## src/rtl/core_mem_arb.sv

```systemverilog
// core_mem_arb: shares the core's single memory port between IFU fetches and LSU loads/stores.
// Latency: accept at T, mem_req_valid at T+1, earliest response beat T+2, idle again at T+3.
// Backpressure: one transaction in flight; both req_ready low while busy, mem_rsp_ready follows the owner's rsp_ready.
module core_mem_arb #(
  parameter int unsigned STARVE_LIMIT = 4,
  parameter int unsigned CNT_W        = 3
) (
  input  logic        clk,
  input  logic        rstn,
  // IFU request / response
  input  logic        ifu_req_valid,
  output logic        ifu_req_ready,
  input  logic [31:0] ifu_req_addr,
  output logic        ifu_rsp_valid,
  input  logic        ifu_rsp_ready,
  output logic [31:0] ifu_rsp_data,
  // LSU request / response
  input  logic        lsu_req_valid,
  output logic        lsu_req_ready,
  input  logic [31:0] lsu_req_addr,
  input  logic        lsu_req_we,
  input  logic [31:0] lsu_req_wdata,
  input  logic [3:0]  lsu_req_wstrb,
  output logic        lsu_rsp_valid,
  input  logic        lsu_rsp_ready,
  output logic [31:0] lsu_rsp_data,
  // Memory port
  output logic        mem_req_valid,
  input  logic        mem_req_ready,
  output logic [31:0] mem_req_addr,
  output logic        mem_req_we,
  output logic [31:0] mem_req_wdata,
  output logic [3:0]  mem_req_wstrb,
  input  logic        mem_rsp_valid,
  output logic        mem_rsp_ready,
  input  logic [31:0] mem_rsp_data,
  // Current owner: 0 = IFU, 1 = LSU
  output logic        arb_owner
);

  typedef enum logic [1:0] {
    S_IDLE = 2'd0,
    S_REQ  = 2'd1,
    S_RSP  = 2'd2
  } state_t;

  localparam logic [CNT_W-1:0] STARVE_MAX = CNT_W'(STARVE_LIMIT);
  localparam logic             OWN_IFU    = 1'b0;
  localparam logic             OWN_LSU    = 1'b1;

  state_t            state_q,         state_d;
  logic [CNT_W-1:0]  starve_cnt_q,    starve_cnt_d;
  logic              owner_q,         owner_d;
  logic [31:0]       addr_q,          addr_d;
  logic              we_q,            we_d;
  logic [31:0]       wdata_q,         wdata_d;
  logic [3:0]        wstrb_q,         wstrb_d;
  logic              mem_req_valid_q, mem_req_valid_d;

  logic idle;
  logic ifu_win;
  logic lsu_win;
  logic ifu_acc;
  logic lsu_acc;
  logic in_rsp;
  logic owner_rsp_ready;

  // Fixed LSU priority, except IFU wins once the LSU has taken STARVE_LIMIT grants in a row over it
  always_comb begin
    idle          = (state_q == S_IDLE);
    ifu_win       = ifu_req_valid && (!lsu_req_valid || (starve_cnt_q == STARVE_MAX));
    lsu_win       = lsu_req_valid && !ifu_win;
    ifu_acc       = idle && ifu_win;
    lsu_acc       = idle && lsu_win;
    ifu_req_ready = ifu_acc;
    lsu_req_ready = lsu_acc;
  end

  // Response routing: only the owner sees the memory response, and only in the response phase
  always_comb begin
    in_rsp          = (state_q == S_RSP);
    owner_rsp_ready = (owner_q == OWN_LSU) ? lsu_rsp_ready : ifu_rsp_ready;
    mem_rsp_ready   = in_rsp && owner_rsp_ready;
    ifu_rsp_valid   = 1'b0;
    ifu_rsp_data    = '0;
    lsu_rsp_valid   = 1'b0;
    lsu_rsp_data    = '0;
    if (in_rsp) begin
      if (owner_q == OWN_LSU) begin
        lsu_rsp_valid = mem_rsp_valid;
        lsu_rsp_data  = mem_rsp_data;
      end else begin
        ifu_rsp_valid = mem_rsp_valid;
        ifu_rsp_data  = mem_rsp_data;
      end
    end
  end

  // Sequencer next state: capture on accept, hold fields until memory takes them, wait for owner's response
  always_comb begin
    state_d         = state_q;
    starve_cnt_d    = starve_cnt_q;
    owner_d         = owner_q;
    addr_d          = addr_q;
    we_d            = we_q;
    wdata_d         = wdata_q;
    wstrb_d         = wstrb_q;
    mem_req_valid_d = mem_req_valid_q;
    case (state_q)
      S_IDLE: begin
        if (ifu_acc) begin
          // Fetches are always reads; write fields are zeroed so the port never sees stale store data
          state_d         = S_REQ;
          mem_req_valid_d = 1'b1;
          owner_d         = OWN_IFU;
          addr_d          = ifu_req_addr;
          we_d            = 1'b0;
          wdata_d         = '0;
          wstrb_d         = '0;
          starve_cnt_d    = '0;
        end else if (lsu_acc) begin
          state_d         = S_REQ;
          mem_req_valid_d = 1'b1;
          owner_d         = OWN_LSU;
          addr_d          = lsu_req_addr;
          we_d            = lsu_req_we;
          wdata_d         = lsu_req_wdata;
          wstrb_d         = lsu_req_wstrb;
          // Only grants that actually made the IFU wait count towards starvation
          if (ifu_req_valid && (starve_cnt_q != STARVE_MAX)) begin
            starve_cnt_d = starve_cnt_q + 1'b1;
          end
        end
      end
      S_REQ: begin
        if (mem_req_ready) begin
          state_d         = S_RSP;
          mem_req_valid_d = 1'b0;
        end
      end
      S_RSP: begin
        if (mem_rsp_valid && owner_rsp_ready) begin
          state_d = S_IDLE;
        end
      end
      default: begin
        state_d         = S_IDLE;
        mem_req_valid_d = 1'b0;
      end
    endcase
  end

  // State and capture registers; reset abandons any in-flight transaction without a response
  always_ff @(posedge clk) begin
    if (rstn) begin
      state_q         <= S_IDLE;
      starve_cnt_q    <= '0;
      owner_q         <= OWN_IFU;
      addr_q          <= '0;
      we_q            <= 1'b0;
      wdata_q         <= '0;
      wstrb_q         <= '0;
      mem_req_valid_q <= 1'b0;
    end else begin
      state_q         <= state_d;
      starve_cnt_q    <= starve_cnt_d;
      owner_q         <= owner_d;
      addr_q          <= addr_d;
      we_q            <= we_d;
      wdata_q         <= wdata_d;
      wstrb_q         <= wstrb_d;
      mem_req_valid_q <= mem_req_valid_d;
    end
  end

  // Memory request fields come straight from the capture registers so they stay stable under backpressure
  always_comb begin
    mem_req_valid = mem_req_valid_q;
    mem_req_addr  = addr_q;
    mem_req_we    = we_q;
    mem_req_wdata = wdata_q;
    mem_req_wstrb = wstrb_q;
    arb_owner     = owner_q;
  end

endmodule

```

## config.mk

```make
export PLATFORM = sky130hd
export DESIGN_NAME = core_mem_arb
export DESIGN_NICKNAME = d
export VERILOG_FILES = /design/src/rtl/core_mem_arb.sv
export SDC_FILE = /design/constraint.sdc
export NUM_CORES = 1
export LEC_CHECK = 0
export CELL_PAD_IN_SITES_DETAIL_PLACEMENT = 1
export CELL_PAD_IN_SITES_GLOBAL_PLACEMENT = 2
export CORE_MARGIN = 4
export CORE_UTILIZATION = 15
export CTS_CLUSTER_SIZE = 24
export DETAILED_ROUTE_END_ITERATION = 8
export PLACE_DENSITY_LB_ADDON = 0.12
export REMOVE_ABC_BUFFERS = 1
export SLEW_MARGIN = 20
export SYNTH_ARGS = -nofsm -noshare
export SYNTH_HDL_FRONTEND = slang
export SYNTH_SLANG_ARGS = --single-unit
```

## constraint.sdc

```tcl
create_clock -name clk -period 1.4 [get_ports clk]
set_input_delay 0.28 -clock clk [delete_from_list [all_inputs] [get_ports clk]]
set_output_delay 0.28 -clock clk [all_outputs]
set_load 0.005 [all_outputs]
```

### After elaboration in Yosys (flattened, before gate mapping)

Index checks and enable logic that the tools add are counted.
Widths: inputs -> output; s select.

* bits in registers: 76
* bits of input ports: 141
* output and inout port bits: 140

* add/subtract/negate cells: 1
* eq/ne operators: 7
* muxes and demuxes: 30
* bitwise logic cells: 1
* reduce and logical (&&, ||, !) cells: 17

Operators by type and width (count)
* $mux 32: 8
* $mux 1: 11
* $mux 3: 3
* $reduce_and 3->1: 3
* $mux 2: 4
* $mux 4: 2
* $logic_and 1x1->1: 7
* $ne 3x3->1 const B: 2
* $pmux 2 s3: 1
* $reduce_bool 2->1: 2
* $add 3x1->3 const B: 1
* $eq 3x3->1 const B: 1
* $pmux 1 s3: 1
* $eq 2x1->1 const B: 1
* $eq 2x2->1 const B: 1
* $logic_not 1->1: 2
* $logic_not 2->1: 1
* $ne 2x1->1 const B: 1
* $ne 2x2->1 const B: 1
* $reduce_and 2->1: 1
* $logic_or 1x1->1: 1
* $not 1->1: 1

### Logic depth before layout (Yosys ltp)

Gate-level depths: netlist (run 1).

* depth in word-level cells: 9
* mapped depth: 7

### Least setup slack after synthesis (run 1)

Ideal clock, no wire load.

* path type: register to register
* start: register starve_cnt_q[0]
* end: register wdata_q[24], in the netlist mem_req_wdata[24]
* arrival time: 1468 ps
* required time: 1330 ps
* setup slack: -138 ps
* cell stages (with the launch flop): 8
* path buffers: 2
* path through: dfxtp_1 -> inv_1 -> ha_1 -> nand3_1 -> clkbuf_1 -> clkbuf_1 -> nand3_1 -> a21oi_1

* longest elaborated chain between the ends: 8
* elaborated cells on any way between the ends: 10

Ends and longest elaborated chain
* from (decl): line 52 `logic [CNT_W-1:0] starve_cnt_q, starve_cnt_d;`
* from (signal assigned): line 166 `starve_cnt_q <= starve_cnt_d;`
* $eq 3x3->1 (*): line 71 `ifu_win = ifu_req_valid && (!lsu_req_valid || (starve_cnt_q == STARVE_MAX));`
* $logic_or 1x1->1 (*): line 71
* $logic_and 1x1->1 (*): line 71
* $logic_not 1->1: line 72 `lsu_win = lsu_req_valid && !ifu_win;`
* $logic_and 1x1->1: line 72
* $logic_and 1x1->1: line 74 `lsu_acc = idle && lsu_win;`
* $reduce_bool 2->1 (no source line)
* $reduce_and 2->1 (no source line)
* to (signal assigned): line 170 `wdata_q <= wdata_d;`
* to (decl): line 56 `logic [31:0] wdata_q, wdata_d;`

Every way passes the cells marked *; elsewhere a longest branch is shown, timed or not.
A chain may end at the register's enable or synchronous reset.

### Final worst setup path (run 1)

* start: register state_q[0]
* end: output port lsu_rsp_data[18]

* longest elaborated chain between the ends: 2

Ends and longest elaborated chain
* from (decl): line 51 `state_t state_q, state_d;`
* from (signal assigned): line 165 `state_q <= state_d;`
* $eq 2x2->1: line 81 `in_rsp = (state_q == S_RSP);`
* $mux 32: line 88 `if (in_rsp) begin`
* to (decl): line 26 `output logic [31:0] lsu_rsp_data,`

No other way between the ends.

==> flow_summary.yaml, run 1 <==
sta:
  fin_skew_ns: 0.00877
  min_period_over_period_pct: 128
  hold_viol_final: 0
  slew_viol_final: 0
  fin_crit_ns: 1.79
  whs_ns: 0.416
  setup-violations-final: 143
  layout_setup_ws_ns: -0.391
  relSlewSlack_pct: 70.1
  max_freq_mhz: 558
  tightest_slew_ns: 0.449
  rsz0062_at_grt: "true"
grt:
  grt_pass1_wl_um: 35500
  grt_overflow: 0
  grt_pass1_vias: 5782
  grtUsageTotal_pct: 16.5
  grt_max_degree: 42
  antenna_found_initial: 1
worst_setup_path:
  timing.rr.end: "starve_cnt_q[2]$_SDFFE_PP0P_"
  rrSetupSlack_ns: -0.30
  crit_path_end_kind: "primary output"
  critPathBufInv: 4
  cp_top_family: "buffers and inverters"
  worstSetupPathType: "reg -> out"
  cp_max_fo: 8
  slowest_delay_ns: 0.32
  critPathRequiredTime_ns: 1.12
  cp_slowest_cell: "dfxtp_2"
  worst_setup_path_start_kind: "flip-flop"
  crit_chain: "nand2b_4 -> nor2_4 -> buf_6 -> buf_8 -> buf_16 -> and2_4 -> buf_6"
  r2r-start: "state_q[1]$_SDFFE_PP0P_"
  r2r_cells: 6
  crit_arrival_ns: 1.51
  cp_common_cell: "buf_6"
floorplan:
  core_sq_um: 24600
  io_pins: 281
  die_area_sq_um: 27900
  die_w_um: 167
  die_y_um: 167
  initial_utilization_pct: 15.4
  num_rows: 57
layout:
  synthToLayoutAreaGrowth_pct: 162
  design_area_sq_um: 9940
  drive_gt1_share_pct: 52.0
  final_common_cell: "clkdlybuf4s50_1"
  fin_nets: 965
  instances_no_fill: 1152
  final_cell_mix: "139 x clkdlybuf4s50_1, 97 x buf_6, 71 x dlygate4sd2_1"
hold_path:
  min_from: "rstn"
  hold_depth: 3
  hold_class: "in -> reg"
  hold_path_end: "mem_req_wdata[1]$_SDFFE_PP0P_"
placed_design:
  dp_cells: 1055
  place_area_sq_um: 7090
  preCtsSetupSlack_ns: -0.715
  gp_congestion: 0.746
  portBuffers: 280
  place.detailed.hpwl_um: 14000
logic_synthesis:
  synth_area_sq_um: 3790
  syn_inst: 471
  synth_seq_cells: 76
  synth.distinct_cells: 31
  synth.avg_cell_area_sq_um: 8.04
  seq_area_frac_synth_pct: 40.2
  yosys_warnings: 0
power:
  p_leak_uw: 0.00407
  power_density_nw_per_um2: 832
  ir_drop_uv: 526
clock_tree:
  clkSinkCount: 76
  clockBufferDepth: 2
  hold_buffers: 0
  cts_root_buf: "clkbuf_16"
  cts.htree.levels: 3
  cts_buffers: 9
  cts_tree: "built"
  path_clk_slew_ns: 0.06
  clk_latency_ns: 0.35
routing:
  drtIter0Drc: 154
  viasPerCell: 4.40
  vias: 5065
  drt_wl_total_um: 24000
  wl_per_cell_um: 20.8
  ant_nets: 0
  first_pass_iters: 4
  route.detailed.drc: 0
outcome:
  violations: "negative setup slack"
  outcome: "finished with violations"
flow_run:
  drv_cap: 0
## registers in the layout, indices dropped and copies added, names as in the netlist
signal         count
mem_req_wdata     32
mem_req_addr      32
state_q            2
mem_req_wstrb      4
arb_owner          1
starve_cnt_q       3
mem_req_we         1
mem_req_valid      1
## cell families after synthesis
family | synth area share, %
multiplexers | 0.264
AO/OA/AOI/OAI | 25.4
AND/OR/NAND/NOR | 23.7
adder cells (fa/ha/maj) | 0.660
buffers and inverters | 9.81
flip-flops | 40.2
## per-stage QoR
| stage | util, % | setup TNS (ns) | power, uW |
|---|---|---|---|
| 6_report | 40.4 | -37.85 | 8270 |
| 5_1_grt | 40.4 | -43.66 | 8640 |
| 4_1_cts | 37.8 | -48.31 | 8070 |
| 3_3_place_gp | 28.8 | -61.01 | 4300 |
| 3_5_place_dp | 28.8 | -63.18 | 4330 |
| 2_1_floorplan | - | -172.50 | 3040 |
## how the worst max path moves through the flow
| stage | cells after the start | start | end | slack (ns) |
|---|---|---|---|---|
| floorplan | 3 | state_q[1]$_SDFFE_PP0P_ | mem_req_addr[0]$_SDFFE_PP0P_ | -2.84 |
| global placement | 4 | ifu_req_valid | ifu_req_ready | -0.76 |
| detailed placement | 4 | ifu_req_valid | ifu_req_ready | -0.72 |
| CTS | 8 | state_q[0]$_SDFFE_PP0P_ | lsu_rsp_data[18] | -0.49 |
| global route | 7 | state_q[0]$_SDFFE_PP0P_ | lsu_rsp_data[20] | -0.44 |
| finish | 7 | state_q[0]$_SDFFE_PP0P_ | lsu_rsp_data[18] | -0.39 |
## routing by layer
metal | part of all wire, % | GRT usage, %
met1 | 39 | 18.6
met2 | 52 | 30.5
met5 | 0 | 0
met3 | 7.0 | 4.22
met4 | 2.0 | 5.02
## Yosys cell counts, drive strengths merged
library cell	instances	share of area (%)
a22oi	1	0.20
nor2b	1	0.17
clkbuf	24	2.4
or3	1	0.17
or2	2	0.33
dfxtp	76	40
nand2b	1	0.17
mux2i	1	0.26
o31ai	1	0.20
and2	67	11
buf	24	4.0
nor3b	2	0.40
nor2	10	1.1
o21ai	39	5.2
ha	2	0.66
a21boi	1	0.30
a21oi	72	9.5
a2111oi	33	10
or3b	1	0.23
nor3	33	4.4
nand2	3	0.30
nand3	39	5.2
inv	35	3.5
nand4	2	0.33
## worst min-delay path: cells and delay by family
family,cells,cell delay [ns]
buffers and inverters,2,0.31
AOI/OAI and AO/OA,1,0.12
## area by class of cell
| type | instances | area [sq um] |
|---|---|---|
| Sequential cell | 76 | 1550 |
| Fill cell | 2681 | 14700 |
| Tap cell | 324 | 405 |
| Timing Repair Buffer | 388 | 4420 |
| Clock buffer | 12 | 246 |
| Antenna cell | 1 | 2.50 |
| Inverter | 35 | 131 |
| Multi-Input combinational cell | 312 | 3110 |
| Clock inverter | 4 | 72.6 |
## power by group
| part | total [uW] | switching [uW] | internal (uW) |
|---|---|---|---|
| Clock | 2590 | 976 | 1610 |
| Combinational | 3160 | 1370 | 1800 |
| Sequential | 2520 | 154 | 2370 |
## timing repair
action                     4_1_cts  5_1_grt
setup endpoints to repair      215      144
pin swaps                      159       73
resized for setup              702      148
buffers inserted                46       28
gates cloned                    25        4
(Power assumes the default switching activity.)
==> run 2, diff against run 1 <==
--- a/config.mk
+++ b/config.mk
@@ -5,10 +5,11 @@
 export SDC_FILE = /design/constraint.sdc
 export NUM_CORES = 1
 export LEC_CHECK = 0
+export CAP_MARGIN = 10
 export CELL_PAD_IN_SITES_DETAIL_PLACEMENT = 1
 export CELL_PAD_IN_SITES_GLOBAL_PLACEMENT = 2
 export CORE_MARGIN = 4
-export CORE_UTILIZATION = 15
+export CORE_UTILIZATION = 17
 export CTS_CLUSTER_SIZE = 24
 export DETAILED_ROUTE_END_ITERATION = 8
 export PLACE_DENSITY_LB_ADDON = 0.12
==> constraint.sdc (replaced) <==
create_clock -name clk -period 1.9 [get_ports clk]
set_input_delay 0.38 -clock clk [delete_from_list [all_inputs] [get_ports clk]]
set_output_delay 0.38 -clock clk [all_outputs]
set_load 0.005 [all_outputs]
==> flow_summary.yaml, run 2 (synthesis gave the netlist of run 1 again) <==
sta:
  slew_viol_final: 0
  max_freq_mhz: 501
  setup-violations-final: 15
  min_period_over_period_pct: 105
  hold_viol_final: 0
  relSlewSlack_pct: 66.4
  tightest_slew_ns: 0.504
  rsz0062_at_grt: "true"
  fin_crit_ns: 2.00
  fin_skew_ns: 0.00593
  layout_setup_ws_ns: -0.0976
clock_tree:
  cts_root_buf: "clkbuf_16"
  clkSinkCount: 76
  hold_buffers: 0
  clockBufferDepth: 2
  cts_tree: "built"
  clk_latency_ns: 0.34
  path_clk_slew_ns: 0.06
  cts.htree.levels: 3
  cts_buffers: 9
worst_setup_path:
  crit_chain: "nand2b_4 -> nor2_4 -> buf_6 -> buf_6 -> buf_6 -> buf_6 -> and2_4 -> buf_6"
  critPathRequiredTime_ns: 1.52
  worst_setup_path_start_kind: "flip-flop"
  crit_arrival_ns: 1.62
  crit_path_end_kind: "primary output"
  cp_max_fo: 5
  cp_common_cell: "buf_6"
  crit_start: "state_q[0]$_SDFFE_PP0P_"
  crit_end: "lsu_rsp_data[12]"
  worstSetupPathType: "reg -> out"
  r2r_cells: 6
  cp_slowest_cell: "dfxtp_2"
  rrSetupSlack_ns: 0.12
  timing.rr.end: "starve_cnt_q[2]$_SDFFE_PP0P_"
  r2r-start: "state_q[0]$_SDFFE_PP0P_"
  slowest_delay_ns: 0.32
placed_design:
  place.detailed.hpwl_um: 14000
  dp_cells: 1014
  place_area_sq_um: 6990
  portBuffers: 280
  preCtsSetupSlack_ns: -0.483
  gp_congestion: 0.811
layout:
  drive_gt1_share_pct: 26.2
  ff_latch_area_sq_um: 1530
  final_cell_mix: "209 x clkdlybuf4s50_1, 73 x dfxtp_1, 72 x a21oi_1"
  final_common_cell: "clkdlybuf4s50_1"
  synthToLayoutAreaGrowth_pct: 107
  instances_no_fill: 1059
  multi_input_area_sq_um: 2100
  diodes: 0
  design_area_sq_um: 7840
  fin_nets: 917
  fillers: 2530
flow_run:
  drv_cap: 0
grt:
  grtUsageTotal_pct: 15.3
  grt_pass1_vias: 5213
  met1_usage_pct: 16.1
  grt_max_degree: 43
  antenna_found_initial: 0
  grt_busiest_layer: "met2"
  grt_pass1_wl_um: 29500
  met2_usage_pct: 28.7
  grt_overflow: 0
  use_met3_pct: 5.77
outcome:
  outcome: "finished with violations"
  violations: "negative setup slack"
power:
  swShare_pct: 26.7
  p_sw_uw: 1350
  clockPowerShare_pct: 36.9
  pwr-share-seq_pct: 35.7
  combPwrFrac_pct: 27.4
  power_density_nw_per_um2: 647
  ir_drop_uv: 352
  p_int_uw: 3720
  finalPower_uw: 5070
  p_leak_uw: 0.00325
routing:
  drt_wl_total_um: 19400
  route.detailed.drc: 0
  viasPerCell: 4.42
  first_pass_iters: 4
  vias: 4684
  ant_nets: 0
  wl_per_cell_um: 18.3
  drtIter0Drc: 157
floorplan:
  initial_utilization_pct: 17.3
  io_pins: 281
  die_y_um: 157
  core_sq_um: 21900
  die_area_sq_um: 24700
  die_w_um: 157
  num_rows: 54
hold_path:
  min_from: "rstn"
  hold_class: "in -> reg"
==> run 2: cell count changes in the layout (fill, tap and decap cells not counted), moves of 24 or more <==
| cell | before | now |
|---|---|---|
| a21oi_1 | 33 | 72 |
| a21oi_2 | 26 | 0 |
| and2_1 | 5 | 31 |
| and2_4 | 62 | 36 |
| buf_6 | 97 | 68 |
| clkdlybuf4s50_1 | 139 | 209 |
| dlygate4sd2_1 | 71 | 1 |
| nor3_1 | 2 | 32 |
| nor3_4 | 24 | 0 |
| o21ai_0 | 1 | 39 |
| o21ai_2 | 33 | 0 |
==> run 2: layout make-up <==
| cell class | instances | share of cell area (%) |
|---|---|---|
| tap | 280 | 4.47 |
| multi-input combinational | 312 | 26.8 |
| sequential | 76 | 19.5 |
| clock buffer | 11 | 3.10 |
| timing repair buffer | 340 | 43.5 |
| clock inverter | 5 | 0.958 |
| inverter | 35 | 1.68 |
==> run 2: how the worst min path moves through the flow <==
stage	to	slack, ns	depth (start not counted)
global placement	starve_cnt_q[1]$_SDFFE_PP0P_	0.46	2
global route	mem_req_wdata[20]$_SDFFE_PP0P_	0.40	2
floorplan	starve_cnt_q[1]$_SDFFE_PP0P_	0.44	2
CTS	mem_req_wdata[17]$_SDFFE_PP0P_	0.40	2
finish	mem_req_wstrb[1]$_SDFFE_PP0P_	0.41	2
detailed placement	mem_req_wdata[29]$_SDFFE_PP0P_	0.47	2
==> run 2: what timing repair did <==
item                                    CTS  global route
endpoints found under the hold margin     0             0
gates cloned                              3             1
buffers inserted                         27             6
resized for setup                       242           123
pin swaps                                23             6
endpoints found under the setup margin   70           129
==> run 2: per-layer routing <==
layer / vias to the layer above / wire length [um]
met5: - / 0
met3: 10 / 1720
met2: 169 / 10600
li1: 2250 / -
met4: 0 / 222
met1: 2255 / 6920
==> run 2: power by group through the flow <==
stage / combinational [uW] / sequential [uW] / clock, uW
2_1_floorplan: 385 / 1850 / 0
3_5_place_dp: 1320 / 1850 / 0
5_1_grt: 1510 / 1830 / 2030
4_1_cts: 1380 / 1820 / 1960
3_3_place_gp: 1300 / 1840 / 0
6_report: 1390 / 1810 / 1870
==> run 2: stage by stage <==
| step | TNS (ns) | util, % | hold slack, ns |
|---|---|---|---|
| 5_1_grt | -3.17 | 35.8 | 0.400 |
| 6_report | -0.574 | 35.8 | 0.407 |
| 3_3_place_gp | -11.51 | 32.0 | 0.459 |
| 3_5_place_dp | -13.17 | 32.0 | 0.470 |
| 2_1_floorplan | -113.02 | - | 0.443 |
| 4_1_cts | -7.91 | 35.0 | 0.397 |
==> run 2: worst max-delay path, delay by kind of cell (launching register included) <==
kind / cells / cell delay [ns]
buffers and inverters: 5 / 0.48
DFF: 1 / 0.32
and+or+nand+nor: 3 / 0.48
==> run 3, diff against run 2 <==
--- a/config.mk
+++ b/config.mk
@@ -5,6 +5,7 @@
 export SDC_FILE = /design/constraint.sdc
 export NUM_CORES = 1
 export LEC_CHECK = 0
+export ABC_CLOCK_PERIOD_IN_PS = 1900
 export CAP_MARGIN = 10
 export CELL_PAD_IN_SITES_DETAIL_PLACEMENT = 1
 export CELL_PAD_IN_SITES_GLOBAL_PLACEMENT = 2
==> results of run 3 <==
No change in the layout: final DEF, timing and power equal those of run 2.
